==> config.mk <==
export PLATFORM = sky130hd
export DESIGN_NAME = laa_sequencer_flat
export DESIGN_NICKNAME = d
export VERILOG_FILES = /design/src/rtl/laa_pkg.sv /design/src/rtl/laa_sequencer_if.sv /design/src/rtl/laa_ins_decode.sv /design/src/rtl/laa_sequencer.sv /design/src/flat_wrapper.sv
export SDC_FILE = /design/constraint.sdc
export NUM_CORES = 1
export LEC_CHECK = 0
export ABC_CLOCK_PERIOD_IN_PS = 3900
export BUFFER_PORTS_ARGS = -buffer_cell sky130_fd_sc_hd__buf_4
export CAP_MARGIN = 20
export CORE_MARGIN = 10
export CORE_UTILIZATION = 40
export DETAILED_ROUTE_END_ITERATION = 6
export GPL_ROUTABILITY_DRIVEN = 0
export PLACE_DENSITY = 0.73
export SYNTH_ARGS = -nofsm -noshare
export SYNTH_HDL_FRONTEND = slang
export SYNTH_SLANG_ARGS = --single-unit
export TNS_END_PERCENT = 30
==> constraint.sdc <==
create_clock -name clk -period 3.9 [get_ports clk]
set_input_delay 0.195 -clock clk [delete_from_list [all_inputs] [get_ports clk]]
set_output_delay 0.195 -clock clk [all_outputs]
set_load 0.05 [all_outputs]
==> src/rtl/laa_pkg.sv <==
`default_nettype none
// ============================================================================
//  Module   : laa_pkg
//  Purpose  : Shared types and constants for the LAA issue/sequencing slice:
//             LAA bus opcode encoding, custom-0 instruction decode constants
//             and the sequencer state encoding.
//  Revision : 1.0 - initial release
// ============================================================================
package laa_pkg;

    // Major opcode of every LAA instruction (RISC-V custom-0)
    localparam logic [6:0] LAA_CUSTOM_OPC = 7'b0001011;

    // funct field ins[11:7]
    localparam logic [4:0] LAA_F_WRITE = 5'b00010;
    localparam logic [4:0] LAA_F_READ  = 5'b00001;
    localparam logic [4:0] LAA_F_MUL   = 5'b00011;

    // Opcode presented on the LAA bus
    typedef enum logic [1:0] {
        LAA_NONE     = 2'd0,
        LAA_READ     = 2'd1,
        LAA_WRITE    = 2'd2,
        LAA_MULTIPLY = 2'd3
    } laa_opcode_t;

    // Sequencer states
    typedef enum logic [2:0] {
        S_IDLE  = 3'd0,
        S_WRITE = 3'd1,
        S_READ  = 3'd2,
        S_RWAIT = 3'd3,
        S_MUL   = 3'd4,
        S_MWAIT = 3'd5
    } laa_seq_state_t;

    // Read-latency counter width (READ_LATENCY is limited to 1..7)
    localparam int LAA_LAT_CNT_W = 3;

endpackage : laa_pkg
`default_nettype wire

==> src/rtl/laa_sequencer_if.sv <==
`default_nettype none
// ============================================================================
//  Module   : laa_sequencer_if
//  Purpose  : Bundles the core-side issue/writeback signals and the LAA bus
//             signals of the sequencer.
//  Modports : slave  - the sequencer (consumes instructions, drives LAA bus)
//             master - the environment (core pipeline + LAA datapath)
//  Signals  : ins_valid/ins/rs1_data/ins_ready  instruction handshake
//             core_stall                         pipeline stall
//             laa_opcode/laa_addr/laa_datain     LAA bus request
//             laa_dataout/laa_done               LAA bus response
//             wb_valid/wb_rd/wb_data             core writeback
//             illegal_ins/laa_error              status
//  Revision : 1.0 - initial release
// ============================================================================
interface laa_sequencer_if;

    logic        ins_valid;
    logic [31:0] ins;
    logic [31:0] rs1_data;
    logic        ins_ready;
    logic        core_stall;
    logic [1:0]  laa_opcode;
    logic [4:0]  laa_addr;
    logic [31:0] laa_datain;
    logic [31:0] laa_dataout;
    logic        laa_done;
    logic        wb_valid;
    logic [4:0]  wb_rd;
    logic [31:0] wb_data;
    logic        illegal_ins;
    logic        laa_error;

    modport slave (
        input  ins_valid, ins, rs1_data, laa_dataout, laa_done,
        output ins_ready, core_stall, laa_opcode, laa_addr, laa_datain,
               wb_valid, wb_rd, wb_data, illegal_ins, laa_error
    );

    modport master (
        output ins_valid, ins, rs1_data, laa_dataout, laa_done,
        input  ins_ready, core_stall, laa_opcode, laa_addr, laa_datain,
               wb_valid, wb_rd, wb_data, illegal_ins, laa_error
    );

endinterface : laa_sequencer_if
`default_nettype wire

==> src/rtl/laa_ins_decode.sv <==
`default_nettype none
// ============================================================================
//  Module   : laa_ins_decode
//  Purpose  : Combinational decode of a custom-0 LAA instruction word.
//  Ports    : ins       in  32  instruction word
//             kind      out  2  LAA operation (LAA_NONE when illegal)
//             laa_reg   out  5  LAA register (WRITE: ins[26:22], READ: ins[31:27])
//             core_reg  out  5  core register (WRITE: rs1 ins[31:27], READ: rd ins[26:22])
//             illegal   out  1  word is not a decodable LAA instruction
//  Revision : 1.0 - initial release
// ============================================================================
module laa_ins_decode
    import laa_pkg::*;
(
    input  logic [31:0] ins,
    output laa_opcode_t kind,
    output logic [4:0]  laa_reg,
    output logic [4:0]  core_reg,
    output logic        illegal
);

    // ins[21:12] carries no information for any LAA instruction
    logic w_unused_fill;
    assign w_unused_fill = ^ins[21:12];

    always_comb begin
        kind     = LAA_NONE;
        laa_reg  = 5'd0;
        core_reg = 5'd0;
        illegal  = 1'b1;
        if (ins[6:0] == LAA_CUSTOM_OPC) begin
            case (ins[11:7])
                LAA_F_WRITE: begin
                    kind     = LAA_WRITE;
                    laa_reg  = ins[26:22];
                    core_reg = ins[31:27];
                    illegal  = 1'b0;
                end
                LAA_F_READ: begin
                    // Register roles swap for READ: source is the LAA register
                    kind     = LAA_READ;
                    laa_reg  = ins[31:27];
                    core_reg = ins[26:22];
                    illegal  = 1'b0;
                end
                LAA_F_MUL: begin
                    kind     = LAA_MULTIPLY;
                    illegal  = 1'b0;
                end
                default: begin
                    illegal  = 1'b1;
                end
            endcase
        end
    end

endmodule : laa_ins_decode
`default_nettype wire

==> src/rtl/laa_sequencer.sv <==
`default_nettype none
// ============================================================================
//  Module   : laa_sequencer
//  Purpose  : Issues one LAA instruction at a time from the core to the LAA
//             datapath, drives the LAA bus for the required cycles, stalls the
//             core while busy and returns READ results as a one-cycle
//             writeback.
//  Ports    : clk   core clock
//             rst   synchronous active-high reset
//             bus   laa_sequencer_if.slave (handshake, LAA bus, writeback,
//                   status)
//  Params   : READ_LATENCY  cycles from READ opcode to valid laa_dataout (1..7)
//             MUL_TIMEOUT   S_MWAIT cycle limit (only with LAA_SEQ_TIMEOUT_EN)
//  Macro    : LAA_SEQ_TIMEOUT_EN - enables the multiply timeout and the sticky
//             laa_error flag; without it S_MWAIT waits forever and laa_error
//             is tied low.
//  Revision : 1.0 - initial release
// ============================================================================
module laa_sequencer
    import laa_pkg::*;
#(
    parameter int READ_LATENCY = 1,
    parameter int MUL_TIMEOUT  = 1024
)(
    input  wire logic     clk,
    input  wire logic     rst,
    laa_sequencer_if.slave bus
);

    localparam logic [LAA_LAT_CNT_W-1:0] c_lat_last = LAA_LAT_CNT_W'(READ_LATENCY - 1);

    // ------------------------------------------------------------------
    // Decode
    // ------------------------------------------------------------------
    laa_opcode_t w_kind;
    logic [4:0]  w_laa_reg;
    logic [4:0]  w_core_reg;
    logic        w_illegal;

    laa_ins_decode u_decode (
        .ins      (bus.ins),
        .kind     (w_kind),
        .laa_reg  (w_laa_reg),
        .core_reg (w_core_reg),
        .illegal  (w_illegal)
    );

    // ------------------------------------------------------------------
    // State and registered outputs
    // ------------------------------------------------------------------
    laa_seq_state_t            r_state,     w_state_nxt;
    laa_opcode_t               r_opcode,    w_opcode_nxt;
    logic [4:0]                r_addr,      w_addr_nxt;
    logic [31:0]               r_datain,    w_datain_nxt;
    logic [4:0]                r_rd,        w_rd_nxt;
    logic                      r_wb_valid,  w_wb_valid_nxt;
    logic [4:0]                r_wb_rd,     w_wb_rd_nxt;
    logic [31:0]               r_wb_data,   w_wb_data_nxt;
    logic                      r_illegal,   w_illegal_nxt;
    logic [LAA_LAT_CNT_W-1:0]  r_lat_cnt,   w_lat_cnt_nxt;

`ifdef LAA_SEQ_TIMEOUT_EN
    localparam int c_mul_cnt_w = $clog2(MUL_TIMEOUT + 1);
    localparam logic [c_mul_cnt_w-1:0] c_mul_last = c_mul_cnt_w'(MUL_TIMEOUT - 1);

    logic [c_mul_cnt_w-1:0]    r_mul_cnt,   w_mul_cnt_nxt;
    logic                      r_error,     w_error_nxt;
`else
    localparam int unused_mul_timeout = MUL_TIMEOUT;
`endif

    logic w_accept;
    assign w_accept = bus.ins_valid && (r_state == S_IDLE);

    // ------------------------------------------------------------------
    // Next-state / next-output logic
    // ------------------------------------------------------------------
    always_comb begin
        w_state_nxt    = r_state;
        w_addr_nxt     = r_addr;
        w_datain_nxt   = r_datain;
        w_rd_nxt       = r_rd;
        w_wb_valid_nxt = 1'b0;
        w_wb_rd_nxt    = r_wb_rd;
        w_wb_data_nxt  = r_wb_data;
        w_illegal_nxt  = 1'b0;
        w_lat_cnt_nxt  = r_lat_cnt;
`ifdef LAA_SEQ_TIMEOUT_EN
        w_mul_cnt_nxt  = r_mul_cnt;
        w_error_nxt    = r_error;
`endif

        case (r_state)
            S_IDLE: begin
                if (w_accept) begin
                    if (w_illegal) begin
                        // Consumed but not executed
                        w_illegal_nxt = 1'b1;
                    end else begin
                        case (w_kind)
                            LAA_WRITE: begin
                                w_addr_nxt   = w_laa_reg;
                                w_datain_nxt = bus.rs1_data;
                                w_state_nxt  = S_WRITE;
                            end
                            LAA_READ: begin
                                w_addr_nxt   = w_laa_reg;
                                w_rd_nxt     = w_core_reg;
                                w_state_nxt  = S_READ;
                            end
                            LAA_MULTIPLY: begin
                                w_state_nxt  = S_MUL;
                            end
                            default: begin
                                w_state_nxt  = S_IDLE;
                            end
                        endcase
                    end
                end
            end

            S_WRITE: begin
                w_state_nxt = S_IDLE;
            end

            S_READ: begin
                w_lat_cnt_nxt = '0;
                w_state_nxt   = S_RWAIT;
            end

            S_RWAIT: begin
                if (r_lat_cnt == c_lat_last) begin
                    // laa_dataout is valid this cycle; writeback appears in
                    // the first S_IDLE cycle. x0 is never written.
                    w_state_nxt = S_IDLE;
                    if (r_rd != 5'd0) begin
                        w_wb_valid_nxt = 1'b1;
                        w_wb_rd_nxt    = r_rd;
                        w_wb_data_nxt  = bus.laa_dataout;
                    end
                end else begin
                    w_lat_cnt_nxt = r_lat_cnt + 1'b1;
                end
            end

            S_MUL: begin
`ifdef LAA_SEQ_TIMEOUT_EN
                w_mul_cnt_nxt = '0;
`endif
                w_state_nxt = S_MWAIT;
            end

            S_MWAIT: begin
                if (bus.laa_done) begin
                    w_state_nxt = S_IDLE;
                end
`ifdef LAA_SEQ_TIMEOUT_EN
                else if (r_mul_cnt == c_mul_last) begin
                    w_state_nxt = S_IDLE;
                    w_error_nxt = 1'b1;
                end else begin
                    w_mul_cnt_nxt = r_mul_cnt + 1'b1;
                end
`endif
            end

            default: begin
                w_state_nxt = S_IDLE;
            end
        endcase

        // The bus opcode is registered from the upcoming state so it lines
        // up exactly with the S_WRITE / S_READ / S_MUL cycle.
        case (w_state_nxt)
            S_WRITE: w_opcode_nxt = LAA_WRITE;
            S_READ:  w_opcode_nxt = LAA_READ;
            S_MUL:   w_opcode_nxt = LAA_MULTIPLY;
            default: w_opcode_nxt = LAA_NONE;
        endcase
    end

    // ------------------------------------------------------------------
    // State register
    // ------------------------------------------------------------------
    always_ff @(posedge clk) begin
        if (rst) begin
            r_state    <= S_IDLE;
            r_opcode   <= LAA_NONE;
            r_addr     <= 5'd0;
            r_datain   <= 32'd0;
            r_rd       <= 5'd0;
            r_wb_valid <= 1'b0;
            r_wb_rd    <= 5'd0;
            r_wb_data  <= 32'd0;
            r_illegal  <= 1'b0;
            r_lat_cnt  <= '0;
`ifdef LAA_SEQ_TIMEOUT_EN
            r_mul_cnt  <= '0;
            r_error    <= 1'b0;
`endif
        end else begin
            r_state    <= w_state_nxt;
            r_opcode   <= w_opcode_nxt;
            r_addr     <= w_addr_nxt;
            r_datain   <= w_datain_nxt;
            r_rd       <= w_rd_nxt;
            r_wb_valid <= w_wb_valid_nxt;
            r_wb_rd    <= w_wb_rd_nxt;
            r_wb_data  <= w_wb_data_nxt;
            r_illegal  <= w_illegal_nxt;
            r_lat_cnt  <= w_lat_cnt_nxt;
`ifdef LAA_SEQ_TIMEOUT_EN
            r_mul_cnt  <= w_mul_cnt_nxt;
            r_error    <= w_error_nxt;
`endif
        end
    end

    // ------------------------------------------------------------------
    // Outputs
    // ------------------------------------------------------------------
    assign bus.ins_ready   = (r_state == S_IDLE);
    assign bus.core_stall  = (r_state != S_IDLE);
    assign bus.laa_opcode  = r_opcode;
    assign bus.laa_addr    = r_addr;
    assign bus.laa_datain  = r_datain;
    assign bus.wb_valid    = r_wb_valid;
    assign bus.wb_rd       = r_wb_rd;
    assign bus.wb_data     = r_wb_data;
    assign bus.illegal_ins = r_illegal;
`ifdef LAA_SEQ_TIMEOUT_EN
    assign bus.laa_error   = r_error;
`else
    assign bus.laa_error   = 1'b0;
`endif

endmodule : laa_sequencer
`default_nettype wire
==> src/flat_wrapper.sv <==
// flat-port wrapper written by rule: the top's interface ports become plain ports
module laa_sequencer_flat import laa_pkg::*;
#(
    parameter int READ_LATENCY = 1,
    parameter int MUL_TIMEOUT  = 1024
)
  (clk, rst, bus_ins_valid, bus_ins, bus_rs1_data, bus_laa_dataout, bus_laa_done, bus_ins_ready, bus_core_stall, bus_laa_opcode, bus_laa_addr, bus_laa_datain, bus_wb_valid, bus_wb_rd, bus_wb_data, bus_illegal_ins, bus_laa_error);
  laa_sequencer_if bus_i ();
  input  wire logic clk;
  input  wire logic rst;
  input wire logic [$bits(bus_i.ins_valid)-1:0] bus_ins_valid;
  input wire logic [$bits(bus_i.ins)-1:0] bus_ins;
  input wire logic [$bits(bus_i.rs1_data)-1:0] bus_rs1_data;
  input wire logic [$bits(bus_i.laa_dataout)-1:0] bus_laa_dataout;
  input wire logic [$bits(bus_i.laa_done)-1:0] bus_laa_done;
  output wire logic [$bits(bus_i.ins_ready)-1:0] bus_ins_ready;
  output wire logic [$bits(bus_i.core_stall)-1:0] bus_core_stall;
  output wire logic [$bits(bus_i.laa_opcode)-1:0] bus_laa_opcode;
  output wire logic [$bits(bus_i.laa_addr)-1:0] bus_laa_addr;
  output wire logic [$bits(bus_i.laa_datain)-1:0] bus_laa_datain;
  output wire logic [$bits(bus_i.wb_valid)-1:0] bus_wb_valid;
  output wire logic [$bits(bus_i.wb_rd)-1:0] bus_wb_rd;
  output wire logic [$bits(bus_i.wb_data)-1:0] bus_wb_data;
  output wire logic [$bits(bus_i.illegal_ins)-1:0] bus_illegal_ins;
  output wire logic [$bits(bus_i.laa_error)-1:0] bus_laa_error;
  assign bus_i.ins_valid = bus_ins_valid;
  assign bus_i.ins = bus_ins;
  assign bus_i.rs1_data = bus_rs1_data;
  assign bus_i.laa_dataout = bus_laa_dataout;
  assign bus_i.laa_done = bus_laa_done;
  assign bus_ins_ready = bus_i.ins_ready;
  assign bus_core_stall = bus_i.core_stall;
  assign bus_laa_opcode = bus_i.laa_opcode;
  assign bus_laa_addr = bus_i.laa_addr;
  assign bus_laa_datain = bus_i.laa_datain;
  assign bus_wb_valid = bus_i.wb_valid;
  assign bus_wb_rd = bus_i.wb_rd;
  assign bus_wb_data = bus_i.wb_data;
  assign bus_illegal_ins = bus_i.illegal_ins;
  assign bus_laa_error = bus_i.laa_error;
  laa_sequencer #(.READ_LATENCY(READ_LATENCY), .MUL_TIMEOUT(MUL_TIMEOUT)) u_core (.clk(clk), .rst(rst), .bus(bus_i));
endmodule
==> metrics, run 1 <==
status=complete, no violations; yosys warns=0; vias per cell=5.199; Nets=677; final instance area=5214 sq um; share of the yosys chip area belonging to registers=0.4827; area leader, netlist=dfxtp_1; pin count of the biggest net entering global routing=44; routed wire length=10920 um; library cells used by synthesis=42; clock root cell=clkbuf_8; Tightest Pin Transition=0.7721 ns; Post-synth ARST share=0; vias in the first global route=3379; P&R area growth vs syn=41.25%; RSZ-0062 raised after global routing=no; top cell type's share of synthesized area=0.4827; Crit-path slowest cell=o211ai_4; Crit. Startpoint=u_core.r_rd[1]; R2R depth=5; Worst Path Buf+Inv=1; Switching Share=0.2004; critical path peak fanout=22; Post-DRT Antenna Nets=0; detailed placement HPWL=8147 um; Critical Path AT=2.48 ns; I/O Buffers=169; Post-route DRC=0; CP peak stage delay=0.64 ns; first-pass GRT wire length=16720 um; crit path capture=u_core.bus.wb_data[24]; clk buf depth=2; max_cap viols=0; worst endpoint required time=4.17 ns; placed instance count=669; worst skew pair latency=0.35 ns; dpl cell area=4955 sq um; Primary FF master, synth=dfxtp_1; Hold Vio Cnt, Final=0; pre-CTS setup slack=1.623 ns; combinational power share=0.063; Die H=116.1 um; Yosys reg bits=89; Sequential Power Share=0.514; die width=116.1 um; Avg WL per Cell=15.96 um; maximum vdd drop=0.1962 mV; CP Cell Sequence=or4_4 > o211ai_4 > buf_4 > nand2_1 > a21oi_1; Crit path max-delay family=compound AO/OA/AOI/OAI gates; Clk pwr share=0.422; starting density of the core=0.4171; hold buffer count at cts=0; Syn Std Cell Area=3691 sq um; # Post-CTS Setup Buffers=0; crit end category=flip-flop; share of cells above drive strength 1=0.4115; WP depth=5; Fin Setup TNS=0 ns; Rows=34; Initial DRC Count=276; drt first pass iters=5; Mapped Nets=525; Post-CTS Resized=0; Worst Skew=0.01127 ns; Total GRT Usage=0.1530; Syn Inst Count=421; Setup CP Type=flip-flop to flip-flop; final worst path period need=2.209 ns; reg2reg start=u_core.r_rd[1]; FF-to-FF setup slack=1.69 ns; # IOs=181; Antenna diodes=0; final worst-path cycle share=0.5664; total grt overflow=0; core area=8848 sq um; type of the worst min-delay path=input pin to flip-flop; htree depth=3; initial antenna violation count=0; synthesized area per cell=8.767 sq um; area of the die=13470 sq um; cell with the most instances after synthesis=dfxtp_1; power density cells=338.7 nW/um^2; worst hold slack=0.08505 ns; Leak Pwr=2.148 nW; fmax=452.7 MHz; Sw Pwr=353.9 uW; Post-synth top cells=dfxtp_1 (89), nand2_1 (56), a21oi_1 (53), nand3_1 (34), o21ai_0 (33); Slew Limit Fails=0; DR vias=3556; crit start category=flip-flop; Slew headroom=0.4828; Crit Reg-Reg Endpoint=u_core.bus.wb_data[24]; synth top area cells=dfxtp_1 (48%), a21oi_1 (7.2%), nand2_1 (5.7%); Post-synth EDFFs=0; total CTS buffers=9; TritonCTS Sinks=89; Post-Layout Cell Count=684; Final setup violation count=0; final setup margin=1.691 ns; Int Pwr=1.412 mW; CTS tree=yes; clk slew on worst S/H paths=0.09 ns
==> how the worst min path moves through the flow <==
stage                      startpoint                     end  cells past startpoint
6_report           bus_laa_dataout[2]   u_core.bus.wb_data[2]                      3
3_3_place_gp   u_core.bus.wb_data[24]  u_core.bus.wb_data[24]                      2
2_1_floorplan      bus_laa_dataout[0]   u_core.bus.wb_data[0]                      2
3_5_place_dp   u_core.bus.laa_addr[3]  u_core.bus.laa_addr[3]                      1
5_1_grt            bus_laa_dataout[1]   u_core.bus.wb_data[1]                      3
4_1_cts            bus_laa_dataout[5]   u_core.bus.wb_data[5]                      3
==> power groups by stage <==
stage	clock, mW	sequential [mW]	combinational, mW
6_report	0.746	0.908	0.112
2_1_floorplan	0	0.932	0.0351
4_1_cts	0.760	0.908	0.112
5_1_grt	0.800	0.909	0.120
3_3_place_gp	0	0.930	0.111
3_5_place_dp	0	0.930	0.112
==> area by class of cell <==
type	count	area, sq um
flip-flops and latches	89	1782
well taps	108	135.1
clock buffers	11	141.4
fillers	787	3635
inverters	6	22.52
clock inverters	3	90.09
multi-input cells	291	1702
repair buffers	176	1341
==> state kept, by name (all words and copies together), names as in the netlist <==
register                flops
u_core.bus.wb_rd            5
u_core.bus.laa_addr         5
u_core.bus.laa_opcode       2
u_core.r_lat_cnt            3
u_core.r_state              3
u_core.bus.laa_datain      32
u_core.bus.wb_data         32
u_core.bus.wb_valid         1
u_core.bus.illegal_ins      1
u_core.r_rd                 5
==> tightest hold or removal path: stages <==
cell and delay (ns):
buf_4 0.11, nand2_1 0.04, a21oi_1 0.05
==> cell usage in the layout (no fill, tap or decap), drive strengths merged <==
| cell type | synthesis | routed |
|---|---|---|
| a21oi | 73 | 73 |
| a21o | 1 | 1 |
| a22oi | 4 | 4 |
| bufinv | 0 | 3 |
| or3 | 1 | 1 |
| and4 | 1 | 1 |
| or4 | 1 | 1 |
| nor2 | 9 | 9 |
| and2 | 1 | 1 |
| nand3b | 2 | 2 |
| dfxtp | 89 | 89 |
| o22ai | 1 | 1 |
| and3b | 2 | 2 |
| nor3 | 3 | 3 |
| inv | 6 | 6 |
| nand4 | 3 | 3 |
| nand2b | 3 | 3 |
| nand2 | 76 | 76 |
| nor4 | 3 | 3 |
| or2 | 1 | 1 |
| o21ai | 35 | 35 |
| a31oi | 2 | 2 |
| and3 | 2 | 2 |
| buf | 17 | 176 |
| nand3 | 34 | 34 |
| clkbuf | 18 | 11 |
| nor2b | 5 | 5 |
| o211a | 1 | 1 |
| nor4b | 2 | 2 |
| a22o | 18 | 18 |
| xnor2 | 1 | 1 |
| ha | 4 | 4 |
| conb | 1 | 1 |
| o211ai | 1 | 1 |
==> through the flow <==
step                power [mW]  utilization
floorplan               0.9670            -
global placement         1.041       0.5600
detailed placement       1.042       0.5600
CTS                      1.781       0.5861
global route             1.829       0.5892
finish                   1.766       0.5892
==> cells by family after synthesis <==
group,share of synthesized area
XOR/XNOR,0.002373
flip-flops,0.4827
AO/OA/AOI/OAI,0.2308
buffers and inverters,0.05932
adder cells (fa/ha/maj),0.01356
AND/OR/NAND/NOR,0.2102
other,0.001016
==> routing by layer <==
metal  GRT usage  vias to the layer above  share of wire
met4     0.07173                        0          0.028
met5           0                        -              0
met3     0.03721                       24          0.067
met2      0.2617                      118           0.51
met1      0.1765                     1646           0.39
li1            -                     1768              -
Power figures use the tool's default switching activity.
==> inputs of run 2 (changes only) <==
- ABC_CLOCK_PERIOD_IN_PS: 3900 -> 2270
- clock period: 3.9 -> 2.27 ns (I/O delays scaled with it)
==> metrics, run 2 (same netlist as run 1, synthesis figures left out) <==
detailed placement HPWL=8285 um (was 8147 um); share of cells above drive strength 1=0.4047 (was 0.4115); initial antenna violation count=0 (unchanged); FF/Latch Area=1782 sq um (unchanged); Fin Setup TNS=0 ns (unchanged); most common cell after layout, fill and taps aside=buf_4 (unchanged); htree depth=3 (unchanged); I/O Buffers=169 (unchanged); Leak Pwr=2.217 nW (was 2.148 nW); die width=116.1 um (unchanged); Initial DRC Count=357 (was 276); Total GRT Usage=0.1597 (was 0.1530); RSZ-0062 raised after global routing=no (unchanged); Crit. Startpoint=u_core.r_state[0] (was u_core.r_rd[1]); Nets=693 (was 677); final setup margin=0.4079 ns (was 1.691 ns); final worst path period need=1.862 ns (was 2.209 ns); hold buffer count at cts=12 (was 0); Rows=34 (unchanged); final worst-path cycle share=0.8203 (was 0.5664); total CTS buffers=9 (unchanged); power density cells=553.3 nW/um^2 (was 338.7 nW/um^2); # Post-CTS Setup Buffers=0 (unchanged); CP Cell Sequence=nor4b_4 > and4_1 > buf_4 > nand3_1 > a21oi_1 (was or4_4 > o211ai_4 > buf_4 > nand2_1 > a21oi_1); TritonCTS Sinks=89 (unchanged); core area=8848 sq um (unchanged); pre-CTS setup slack=0.1757 ns (was 1.623 ns); max_cap viols=0 (unchanged); routed wire length=11390 um (was 10920 um); DR vias=3587 (was 3556); clock root cell=clkbuf_8 (unchanged); Antenna diodes=0 (unchanged); worst skew pair latency=0.35 ns (about the same); area of the die=13470 sq um (unchanged); total grt overflow=0 (unchanged); maximum vdd drop=0.3110 mV (was 0.1962 mV); most frequent cells in the layout=buf_4 (177), dfxtp_1 (89), nand2_1 (56), a21oi_1 (53), nand3_1 (34) (was buf_4 (175), dfxtp_1 (89), nand2_1 (56), a21oi_1 (53), nand3_1 (34)); Crit Reg-Reg Endpoint=u_core.bus.laa_datain[31] (was u_core.bus.wb_data[24]); Crit-path slowest cell=nor4b_4 (was o211ai_4); Multi-input gate area=1702 sq um (unchanged); crit start category=flip-flop (unchanged); Final setup violation count=0 (unchanged); reg2reg start=u_core.r_state[0] (was u_core.r_rd[1]); type of the worst min-delay path=input pin to flip-flop (unchanged); Slew Limit Fails=0 (unchanged); drt first pass iters=7 (was 5); vias in the first global route=3478 (was 3379); # fillers=793 (was 787); P&R area growth vs syn=44.95% (was 41.25%); Avg WL per Cell=16.24 um (was 15.96 um); worst endpoint required time=2.54 ns (was 4.17 ns); R2R depth=5 (unchanged); vias per cell=5.117 (was 5.199); clk buf depth=2 (unchanged); first-pass GRT wire length=17380 um (was 16720 um); starting density of the core=0.4171 (unchanged); # IOs=181 (unchanged); final core utilization=0.6046 (was 0.5892); pin count of the biggest net entering global routing=48 (was 44); Worst Skew=0.01406 ns (was 0.01127 ns); CP peak stage delay=0.42 ns (was 0.64 ns); fmax=537.0 MHz (was 452.7 MHz); Die H=116.1 um (unchanged); Post-route DRC=0 (unchanged); CTS tree=yes (unchanged); status=complete, no violations (unchanged); crit path capture=u_core.bus.laa_datain[31] (was u_core.bus.wb_data[24]); FF-to-FF setup slack=0.41 ns (was 1.69 ns); critical path peak fanout=33 (was 22); crit end category=flip-flop (unchanged); Setup CP Type=flip-flop to flip-flop (unchanged); Slew headroom=0.6111 (was 0.4828); Post-CTS Resized=0 (unchanged); Post-DRT Antenna Nets=0 (unchanged); clk slew on worst S/H paths=0.09 ns (about the same); Tightest Pin Transition=0.5821 ns (was 0.7721 ns); Hold Vio Cnt, Final=0 (unchanged); Critical Path AT=2.13 ns (was 2.48 ns)
[run 2: critical path: cells and delay by family, from the launching register on]
| kind | cells | cell delay (ns) |
|---|---|---|
| DFF | 1 | 0.39 |
| and+or+nand+nor | 3 | 0.85 |
| buffers and inverters | 1 | 0.36 |
| AOI/OAI and AO/OA | 1 | 0.17 |
[run 2: area by class of cell]
class,instances,area share
Clock inverter,3,0.01216
Multi-Input combinational cell,291,0.3181
Sequential cell,89,0.3330
Clock buffer,12,0.02713
Inverter,6,0.004210
Tap cell,108,0.02526
Timing Repair Buffer,192,0.2802
[run 2: report_power, final]
| part | internal [mW] | switching [mW] |
|---|---|---|
| combinational | 0.131 | 0.0834 |
| clock | 0.645 | 0.541 |
| sequential | 1.56 | 0.000371 |
| total | 2.34 | 0.625 |
[run 2: worst min-delay path by stage]
stage                         from                   endpoint  slack (ns)  cells after the start
6_report          bus_rs1_data[15]  u_core.bus.laa_datain[15]        0.01                      3
5_1_grt         bus_laa_dataout[7]      u_core.bus.wb_data[7]       0.002                      3
4_1_cts           bus_rs1_data[15]  u_core.bus.laa_datain[15]      0.0004                      3
3_5_place_dp   bus_laa_dataout[19]     u_core.bus.wb_data[19]        0.37                      3
3_3_place_gp   bus_laa_dataout[26]     u_core.bus.wb_data[26]        0.36                      3
2_1_floorplan   bus_laa_dataout[0]      u_core.bus.wb_data[0]        0.25                      2
[run 2: layer usage]
metal	track usage	up-vias	part of all wire
met4	0.06839	0	0.022
met5	0	-	0
li1	-	1797	-
met2	0.2765	120	0.51
met1	0.1838	1653	0.41
met3	0.03876	17	0.057
[run 2: per-stage QoR]
stage	power, mW	instances	hold slack [ns]	cell area (sq um)
2_1_floorplan	1.661	421	0.2495	3691
3_3_place_gp	1.789	673	0.3602	5010
3_5_place_dp	1.792	673	0.3740	5010
4_1_cts	2.982	700	0.0003680	5340
5_1_grt	3.070	701	0.002344	5350
6_report	2.960	701	0.01225	5350
